$ cat config.mk
export PLATFORM = sky130hd
export DESIGN_NAME = cmd_frame_receiver_flat
export DESIGN_NICKNAME = d
export VERILOG_FILES = /design/src/rtl/cmd_frame_receiver_if.sv /design/src/rtl/cmd_frame_receiver.sv /design/src/flat_wrapper.sv
export SDC_FILE = /design/constraint.sdc
export NUM_CORES = 1
export LEC_CHECK = 0
export CAP_MARGIN = 20
export CORE_MARGIN = 5
export CORE_UTILIZATION = 25
export CTS_CLUSTER_DIAMETER = 60
export DETAILED_ROUTE_END_ITERATION = 12
export SLEW_MARGIN = 15
export SYNTH_ARGS = -nofsm -noshare
export SYNTH_HDL_FRONTEND = slang
export SYNTH_SLANG_ARGS = --single-unit
$ cat constraint.sdc
create_clock -name sys_clk -period 2.29 [get_ports sys_clk]
set_input_delay 0.3435 -clock sys_clk [delete_from_list [all_inputs] [get_ports sys_clk]]
set_output_delay 0.3435 -clock sys_clk [all_outputs]
set_load 0.1 [all_outputs]
$ cat src/rtl/cmd_frame_receiver_if.sv
// Byte-stream input and command/acknowledge outputs of cmd_frame_receiver.
// master = byte source plus command consumer, slave = the receiver.
interface cmd_frame_receiver_if;
    logic       rx_byte_valid;
    logic [7:0] rx_byte;
    logic       rx_sof;
    logic       rx_eof;
    logic [1:0] cmd_out;
    logic       cmd_valid;
    logic       cmd_ready;
    logic       ack_valid;
    logic [1:0] ack_code;

    // cmd_out transfers on a sys_clk edge where cmd_valid && cmd_ready; once raised,
    // cmd_valid stays high and cmd_out stays stable until that transfer happens.
    modport master (
        output rx_byte_valid, rx_byte, rx_sof, rx_eof, cmd_ready,
        input  cmd_out, cmd_valid, ack_valid, ack_code
    );
    modport slave (
        input  rx_byte_valid, rx_byte, rx_sof, rx_eof, cmd_ready,
        output cmd_out, cmd_valid, ack_valid, ack_code
    );
endinterface

$ cat src/rtl/cmd_frame_receiver.sv
// Parses 3-byte command frames (header, command, checksum) into a 1-entry valid/ready register.
// Define CMD_RX_ACK_EN to build the one-cycle ack_valid/ack_code strobe; otherwise both are tied to 0.
module cmd_frame_receiver #(
    parameter logic [7:0]  HDR_BYTE    = 8'hA5,
    parameter int unsigned TIMEOUT_CYC = 1024,
    parameter int unsigned CNT_W       = 8
) (
    input  logic                 sys_clk,
    input  logic                 rst_n,
    cmd_frame_receiver_if.slave  bus,
    output logic [CNT_W-1:0]     err_cnt,
    output logic [1:0]           dbg_state
);
    localparam int unsigned TMO_W = $clog2(TIMEOUT_CYC + 1);

    typedef enum logic [1:0] {
        S_IDLE = 2'd0,
        S_CMD  = 2'd1,
        S_SUM  = 2'd2,
        S_DROP = 2'd3
    } state_t;

    state_t            state_q, state_d;
    logic [TMO_W-1:0]  tmo_q, tmo_d;
    logic [1:0]        cmd_lat_q, cmd_lat_d;
    logic [1:0]        cmd_out_q, cmd_out_d;
    logic              cmd_valid_q, cmd_valid_d;
    logic [CNT_W-1:0]  err_cnt_q, err_cnt_d;

    state_t idle_next;
    logic   idle_err;
    logic   frame_err;
    logic   frame_good;
    logic   timeout;
    logic   load;
    logic   overrun;

    // How a start-of-frame byte is handled, shared by idle, restart and drop recovery.
    always_comb begin
        idle_next = S_IDLE;
        idle_err  = 1'b0;
        if (bus.rx_sof) begin
            if (bus.rx_byte == HDR_BYTE) begin
                if (bus.rx_eof) begin
                    idle_err = 1'b1;
                end else begin
                    idle_next = S_CMD;
                end
            end else begin
                idle_err  = 1'b1;
                idle_next = bus.rx_eof ? S_IDLE : S_DROP;
            end
        end
    end

    always_comb begin
        state_d    = state_q;
        cmd_lat_d  = cmd_lat_q;
        tmo_d      = '0;
        frame_err  = 1'b0;
        frame_good = 1'b0;
        timeout    = 1'b0;
        if (bus.rx_byte_valid) begin
            case (state_q)
                S_IDLE: begin
                    state_d   = idle_next;
                    frame_err = idle_err;
                end
                S_CMD: begin
                    frame_err = 1'b1;
                    if (bus.rx_sof) begin
                        state_d = idle_next;
                    end else if (bus.rx_eof) begin
                        state_d = S_IDLE;
                    end else if (bus.rx_byte[7:2] != 6'd0) begin
                        state_d = S_DROP;
                    end else begin
                        frame_err = 1'b0;
                        cmd_lat_d = bus.rx_byte[1:0];
                        state_d   = S_SUM;
                    end
                end
                S_SUM: begin
                    frame_err = 1'b1;
                    if (bus.rx_sof) begin
                        state_d = idle_next;
                    end else if (bus.rx_byte == (HDR_BYTE ^ {6'd0, cmd_lat_q}) && bus.rx_eof) begin
                        frame_err  = 1'b0;
                        frame_good = 1'b1;
                        state_d    = S_IDLE;
                    end else begin
                        state_d = bus.rx_eof ? S_IDLE : S_DROP;
                    end
                end
                S_DROP: begin
                    // The dropped frame was already counted, so a restart adds only its own error.
                    if (bus.rx_sof) begin
                        state_d   = idle_next;
                        frame_err = idle_err;
                    end else if (bus.rx_eof) begin
                        state_d = S_IDLE;
                    end
                end
                default: state_d = S_IDLE;
            endcase
        end else if (state_q == S_CMD || state_q == S_SUM) begin
            if (tmo_q == TMO_W'(TIMEOUT_CYC - 1)) begin
                timeout = 1'b1;
                state_d = S_IDLE;
            end else begin
                tmo_d = tmo_q + 1'b1;
            end
        end
    end

    // A completing frame may reuse the register in the same cycle the consumer drains it.
    always_comb begin
        load        = frame_good && (!cmd_valid_q || bus.cmd_ready);
        overrun     = frame_good && !load;
        cmd_out_d   = cmd_out_q;
        cmd_valid_d = cmd_valid_q;
        if (load) begin
            cmd_out_d   = cmd_lat_q;
            cmd_valid_d = 1'b1;
        end else if (cmd_valid_q && bus.cmd_ready) begin
            cmd_valid_d = 1'b0;
        end
        err_cnt_d = err_cnt_q;
        if ((frame_err || timeout || overrun) && (err_cnt_q != {CNT_W{1'b1}})) begin
            err_cnt_d = err_cnt_q + 1'b1;
        end
    end

    always_ff @(posedge sys_clk or negedge rst_n) begin
        if (!rst_n) begin
            state_q     <= S_IDLE;
            tmo_q       <= '0;
            cmd_lat_q   <= 2'b00;
            cmd_out_q   <= 2'b00;
            cmd_valid_q <= 1'b0;
            err_cnt_q   <= '0;
        end else begin
            state_q     <= state_d;
            tmo_q       <= tmo_d;
            cmd_lat_q   <= cmd_lat_d;
            cmd_out_q   <= cmd_out_d;
            cmd_valid_q <= cmd_valid_d;
            err_cnt_q   <= err_cnt_d;
        end
    end

`ifdef CMD_RX_ACK_EN
    logic       ack_valid_q, ack_valid_d;
    logic [1:0] ack_code_q, ack_code_d;

    always_comb begin
        ack_valid_d = load;
        ack_code_d  = load ? cmd_lat_q : 2'b00;
    end

    always_ff @(posedge sys_clk or negedge rst_n) begin
        if (!rst_n) begin
            ack_valid_q <= 1'b0;
            ack_code_q  <= 2'b00;
        end else begin
            ack_valid_q <= ack_valid_d;
            ack_code_q  <= ack_code_d;
        end
    end

    assign bus.ack_valid = ack_valid_q;
    assign bus.ack_code  = ack_code_q;
`else
    assign bus.ack_valid = 1'b0;
    assign bus.ack_code  = 2'b00;
`endif

    assign bus.cmd_out   = cmd_out_q;
    assign bus.cmd_valid = cmd_valid_q;
    assign err_cnt       = err_cnt_q;
    assign dbg_state     = state_q;
endmodule

$ cat src/flat_wrapper.sv
// flat-port wrapper written by rule: the top's interface ports become plain ports
module cmd_frame_receiver_flat 
#(
    parameter logic [7:0]  HDR_BYTE    = 8'hA5,
    parameter int unsigned TIMEOUT_CYC = 1024,
    parameter int unsigned CNT_W       = 8
)
  (sys_clk, rst_n, err_cnt, dbg_state, bus_rx_byte_valid, bus_rx_byte, bus_rx_sof, bus_rx_eof, bus_cmd_ready, bus_cmd_out, bus_cmd_valid, bus_ack_valid, bus_ack_code);
  cmd_frame_receiver_if bus_i ();
  input  logic sys_clk;
  input  logic rst_n;
  output logic [CNT_W-1:0] err_cnt;
  output logic [1:0] dbg_state;
  input wire logic [$bits(bus_i.rx_byte_valid)-1:0] bus_rx_byte_valid;
  input wire logic [$bits(bus_i.rx_byte)-1:0] bus_rx_byte;
  input wire logic [$bits(bus_i.rx_sof)-1:0] bus_rx_sof;
  input wire logic [$bits(bus_i.rx_eof)-1:0] bus_rx_eof;
  input wire logic [$bits(bus_i.cmd_ready)-1:0] bus_cmd_ready;
  output wire logic [$bits(bus_i.cmd_out)-1:0] bus_cmd_out;
  output wire logic [$bits(bus_i.cmd_valid)-1:0] bus_cmd_valid;
  output wire logic [$bits(bus_i.ack_valid)-1:0] bus_ack_valid;
  output wire logic [$bits(bus_i.ack_code)-1:0] bus_ack_code;
  assign bus_i.rx_byte_valid = bus_rx_byte_valid;
  assign bus_i.rx_byte = bus_rx_byte;
  assign bus_i.rx_sof = bus_rx_sof;
  assign bus_i.rx_eof = bus_rx_eof;
  assign bus_i.cmd_ready = bus_cmd_ready;
  assign bus_cmd_out = bus_i.cmd_out;
  assign bus_cmd_valid = bus_i.cmd_valid;
  assign bus_ack_valid = bus_i.ack_valid;
  assign bus_ack_code = bus_i.ack_code;
  cmd_frame_receiver #(.HDR_BYTE(HDR_BYTE), .TIMEOUT_CYC(TIMEOUT_CYC), .CNT_W(CNT_W)) u_core (.sys_clk(sys_clk), .rst_n(rst_n), .bus(bus_i), .err_cnt(err_cnt), .dbg_state(dbg_state));
endmodule
=== Yosys cells after proc, flatten, opt, wreduce, memory -nomap -nowiden ===
Index checks and enable logic that the tools add are counted.
W data, S select, Z words.

* Multiplexer cells: 38
* Equality and inequality tests: 8
* Reductions and logical operators: 18
* Add/sub/neg operators: 2
* Bitwise gates (word level): 4

{| class="wikitable"
|+ Operators with widths
! cell !! count
|-
| $mux W11 || 3
|-
| $mux W2 || 12
|-
| $mux W1 || 21
|-
| $add A11 B1 Y11 const B || 1
|-
| $eq A11 B10 Y1 const B || 1
|-
| $add A8 B1 Y8 const B || 1
|-
| $eq A8 B8 Y1 || 1
|-
| $eq A8 B8 Y1 const B || 1
|-
| $ne A8 B8 Y1 const B || 1
|-
| $pmux W2 S4 || 1
|-
| $reduce_bool A2 Y1 || 3
|-
| $reduce_bool A6 Y1 || 1
|-
| $logic_and A1 B1 Y1 || 5
|-
| $reduce_and A5 Y1 || 1
|-
| $eq A2 B2 Y1 const B || 2
|-
| $logic_or A1 B1 Y1 || 4
|-
| $ne A4 B4 Y1 const B || 1
|-
| $not A1 Y4 || 1
|-
| $pmux W1 S4 || 1
|-
| $not A1 Y1 || 3
|-
| $reduce_and A3 Y1 || 1
|-
| $eq A2 B1 Y1 const B || 1
|-
| $logic_not A1 Y1 || 2
|-
| $logic_not A2 Y1 || 1
|}

* Input port bits: 14
* Flip-flop bits (word level): 26
* Output and inout bits: 16
* Word-level logic and storage cells: 76

=== Longest topological paths before layout ===
* Depth in word-level cells: 12
* Gate-level depth with buffers: 8
* Gate-level depth less buffers: 7

=== Least setup slack after synthesis ===
OpenSTA, ideal clock, no wires.

* Path type: flip-flop to flip-flop
* From: register u_core.state_q[0], in the netlist u_core.dbg_state[0]
* To: register u_core.err_cnt_q[2], in the netlist u_core.err_cnt[2]
* Slack: -0.509 ns
* Period minus slack after synthesis: 2.799 ns
* Buffers on the path: 0
* Stages on the path, launching flop included: 8
* Data required time: 2.162 ns
* Data arrival time: 2.671 ns
* Cells stage by stage: dfrtp_1 -> inv_1 -> ha_1 -> or4_1 -> or3_1 -> o211ai_2 -> a31oi_1 -> mux2_1

* Cells in the longest elaborated chain, start to end: 8

{| class="wikitable"
|+ Ends and longest elaborated chain
! element !! RTL line !! text
|-
| start, declared || cmd_frame_receiver.sv:23 || <nowiki>state_t state_q, state_d;</nowiki>
|-
| start signal, assigned || cmd_frame_receiver.sv:143 || <nowiki>state_q <= state_d;</nowiki>
|-
| $eq A2 B2 Y1 || cmd_frame_receiver.sv:64, cmd_frame_receiver.sv:106 ||
|-
| $mux W1 || cmd_frame_receiver.sv:64 || <nowiki>case (state_q)</nowiki>
|-
| $mux W1 || cmd_frame_receiver.sv:63 || <nowiki>if (bus.rx_byte_valid) begin</nowiki>
|-
| $logic_and A1 B1 Y1 || cmd_frame_receiver.sv:118 || <nowiki>load = frame_good && (!cmd_valid_q || bus.cmd_ready);</nowiki>
|-
| $logic_not A1 Y1 || cmd_frame_receiver.sv:119 || <nowiki>overrun = frame_good && !load;</nowiki>
|-
| $logic_and A1 B1 Y1 || cmd_frame_receiver.sv:119 ||
|-
| $logic_or A1 B1 Y1 * || cmd_frame_receiver.sv:129 || <nowiki>if ((frame_err || timeout || overrun) && (err_cnt_q != {CNT_W{1'b1}})) begin</nowiki>
|-
| $logic_and A1 B1 Y1 * || cmd_frame_receiver.sv:129 ||
|-
| end signal, assigned || cmd_frame_receiver.sv:148 || <nowiki>err_cnt_q <= err_cnt_d;</nowiki>
|-
| end, declared || cmd_frame_receiver.sv:28 || <nowiki>logic [CNT_W-1:0] err_cnt_q, err_cnt_d;</nowiki>
|}

Every way passes the cells marked *; elsewhere a longest branch is shown, timed or not.
A chain may end at the register's enable or synchronous reset.

=== Worst setup path after layout ===
* From: register u_core.state_q[1], in the netlist u_core.dbg_state[1]
* To: register u_core.err_cnt_q[6], in the netlist u_core.err_cnt[6]

The elaborated chain is that of the path after synthesis.

==> qor.csv <==
metric;value;unit
status;finished, final reports clean;
worstPathArrival;2.42;ns
num_vias;1196;
path_clk_slew;0.09;ns
hold_violations;0;
die-height;87.53;um
rows;28;
pre_cts_ws;-0.3315;ns
tightestPinTransition;0.6549;ns
setup_tns;0;ns
worstReg2RegEnd;u_core.err_cnt[6];
worst_setup_path_end_kind;flop;
max-clock-path-buffers;2;
synth_compound_area_share;7.660;%
grt_pass1_vias;1170;
die_w;87.53;um
hold_class;input port to async pin;
powerDensity;864.4;mW/mm^2
final_area;0.002043;mm^2
clkPwrFrac;15.1;%
netlist_area;0.001503;mm^2
routed_via_density;4.530;
grt_first_pass_wirelength;5478;um
crit_chain;ha_4 -> or4_4 -> or3_4 -> o211ai_4 -> a31oi_1 -> mux2_1;
avgSynthCellArea;10.09;um^2
cts_buffers;3;
synthXorXnorAreaFrac;6.411;%
clk_latency;0.27;ns
cts_tree;yes;
hpwlAfterDp;2476;um
ant_nets;0;
maxCapViolCount;0;
boundaryPins;30;
ys_ff_latch;26;
gp_congestion;0.7673;
r2r_slack;0.04;ns
synth_fa_ha_area_share;4.996;%
p_leak;0.9363;nW
n_fill_cell;613;
fin_crit_sh;98.36;%
drive_gt1_share;28.04;%
grt.total_usage;8.878;%
power_frac_comb;49.5;%
layout_setup_ws;0.03754;ns
max_freq;444.0;MHz
syn2layout_area_growth;35.97;%
holdWs;0.4361;ns
worst-path-max-fanout;7;
start_kind;flop;
core_area;0.005886;mm^2
maxSlewViolCount;0;
synthCells;149;
drt-total-wl;3344;um
root_buffer;clkbuf_8;
pwr-share-seq;35.4;%
reg2regPathDepth;6;
synth_top_family_by_area;simple AND/OR/NAND/NOR gates;
ys_types;35;
finClkSkew;0.009339;ns
grt_overflow;0;
critPathMaxStageDelay;0.52;ns
synth_simple_gate_area_share;25.15;%
worstSetupPathType;flop to flop;
ctsHoldBuffers;0;
drc_errors;0;
synth_warnings;0;
rsz0062_at_grt;true;
portBuffers;26;
drt-pass1-iter-count;4;
required;2.45;ns
ys_seq_area_share;43.30;%
ir_drop;0.6327;mV
grt_max_degree;27;
muxShareOfSynthArea;8.493;%
postPlaceCellArea;0.001899;mm^2
period_needed;2.252;ns
initial_utilization;25.53;%
h-tree-depth;1;
sw_frac_of_total;49.50;%
crit_slowest_cell;dfrtp_4;
fin_nets;210;
p_int;0.0008919;W
wire_per_inst;12.67;um
drtIter0Drc;67;
setup_viol;0;
r2r_start;u_core.dbg_state[1];
clock-sinks;26;
diodes;0;
die_area;0.007662;mm^2
slew_headroom;55.21;%
grt_antenna_before_repair;0;
p_sw;0.0008742;W
## power by group through the flow
| stage | clock (W) | sequential (W) | combinational [W] |
|---|---|---|---|
| after detailed placement | 0 | 0.000635 | 0.000846 |
| after CTS | 0.000282 | 0.000626 | 0.000846 |
| after global routing | 0.000296 | 0.000642 | 0.000929 |
| final | 0.000267 | 0.000624 | 0.000874 |
| after floorplan | 0 | 0.00102 | 0.000239 |
| after global placement | 0 | 0.000629 | 0.000841 |
## routing by layer
layer / track usage (%) / share of wire (%)
met5: 0 / 0
met4: 1.674 / 0.63
met3: 2.822 / 5.7
met2: 13.70 / 44
met1: 12.31 / 49
## final cells by class
class / count / area, um^2 / area share, %
multi-input cells: 115 / 893.4 / 43.72
flip-flops and latches: 26 / 659.4 / 32.27
clock buffers: 4 / 45.04 / 2.205
well taps: 75 / 93.84 / 4.593
repair buffers: 39 / 332.8 / 16.29
inverters: 5 / 18.77 / 0.9186
## Yosys cell counts, drive strengths merged
master / instances / area share [%]
nand4: 2 / 0.83
or3: 1 / 0.42
and2: 4 / 1.7
or2b: 1 / 0.58
clkbuf: 1 / 0.25
a2111oi: 1 / 0.58
o21bai: 1 / 0.50
nor4: 2 / 0.83
nor3b: 1 / 0.50
conb: 1 / 0.25
inv: 5 / 1.2
and4: 5 / 2.9
ha: 6 / 5.0
o211ai: 1 / 0.83
mux2: 11 / 8.5
nor2: 17 / 4.2
or2: 1 / 0.42
nand4b: 2 / 1.2
or4: 3 / 2.0
nand3: 10 / 3.3
nand2: 15 / 3.7
xnor2: 3 / 1.7
a21oi: 2 / 0.67
a31oi: 7 / 3.9
buf: 4 / 2.2
a22o: 2 / 1.2
dfrtp: 26 / 43
and3: 5 / 2.1
xor2: 8 / 4.7
nand2b: 1 / 0.42
## how the worst max path moves through the flow
stage	start	to	slack [ns]	depth (start not counted)
floorplan	u_core.dbg_state[0]	u_core.err_cnt[3]	-0.01	8
global placement	bus_rx_sof	u_core.err_cnt[3]	-0.30	5
detailed placement	bus_rx_sof	u_core.err_cnt[5]	-0.33	5
CTS	bus_rx_sof	u_core.err_cnt[5]	0.005	5
global route	u_core.dbg_state[1]	u_core.err_cnt[6]	-0.04	6
finish	u_core.dbg_state[1]	u_core.err_cnt[6]	0.04	6
## cell usage in the layout, fill, tap and decap left out, types with 4 or more instances in the layout
cell type        count
inv_1                4
dfrtp_1             23
mux2_2               4
nand2_1             15
mux2_1               6
ha_1                 5
xor2_1               8
and2_1               4
and4_1               5
a31oi_4              4
buf_4               26
nor2_1              17
clkdlybuf4s50_1     10
nand3_1             10
and3_1               5
## state kept, by name (all words and copies together) (netlist names)
register	flops
u_core.tmo_q	11
u_core.err_cnt	8
u_core.bus.cmd_out	2
u_core.cmd_lat_q	2
u_core.dbg_state	2
u_core.bus.cmd_valid	1
## cell families after synthesis
logic type	count (synthesis)
adder cells (fa/ha/maj)	6
AO/OA/AOI/OAI	14
flip-flops	26
other	1
AND/OR/NAND/NOR	70
buffers and inverters	10
multiplexers	11
XOR/XNOR	11
## through the flow
stage               util [%]  std cells  total power, W
floorplan                  -        151        0.001257
global placement       32.27        259        0.001470
detailed placement     32.27        259        0.001481
CTS                    33.04        263        0.001754
global route           34.72        264        0.001867
finish                 34.72        264        0.001766
## critical path: cells and delay by family (launching register included)
kind | cells | cell delay [ns]
AO/OA/AOI/OAI | 2 | 0.35
multiplexers | 1 | 0.32
flip-flops | 1 | 0.52
AND/OR/NAND/NOR | 2 | 0.77
adder cells (fa/ha/maj) | 1 | 0.17
## repair_timing
action / 4_1_cts / 5_1_grt
setup buffers: 0 / 1
hold endpoints to repair: 0 / 0
pin swaps: 1 / 5
resized for setup: 0 / 14
endpoints found under the setup margin: 6 / 7
Power figures use the tool's default switching activity.
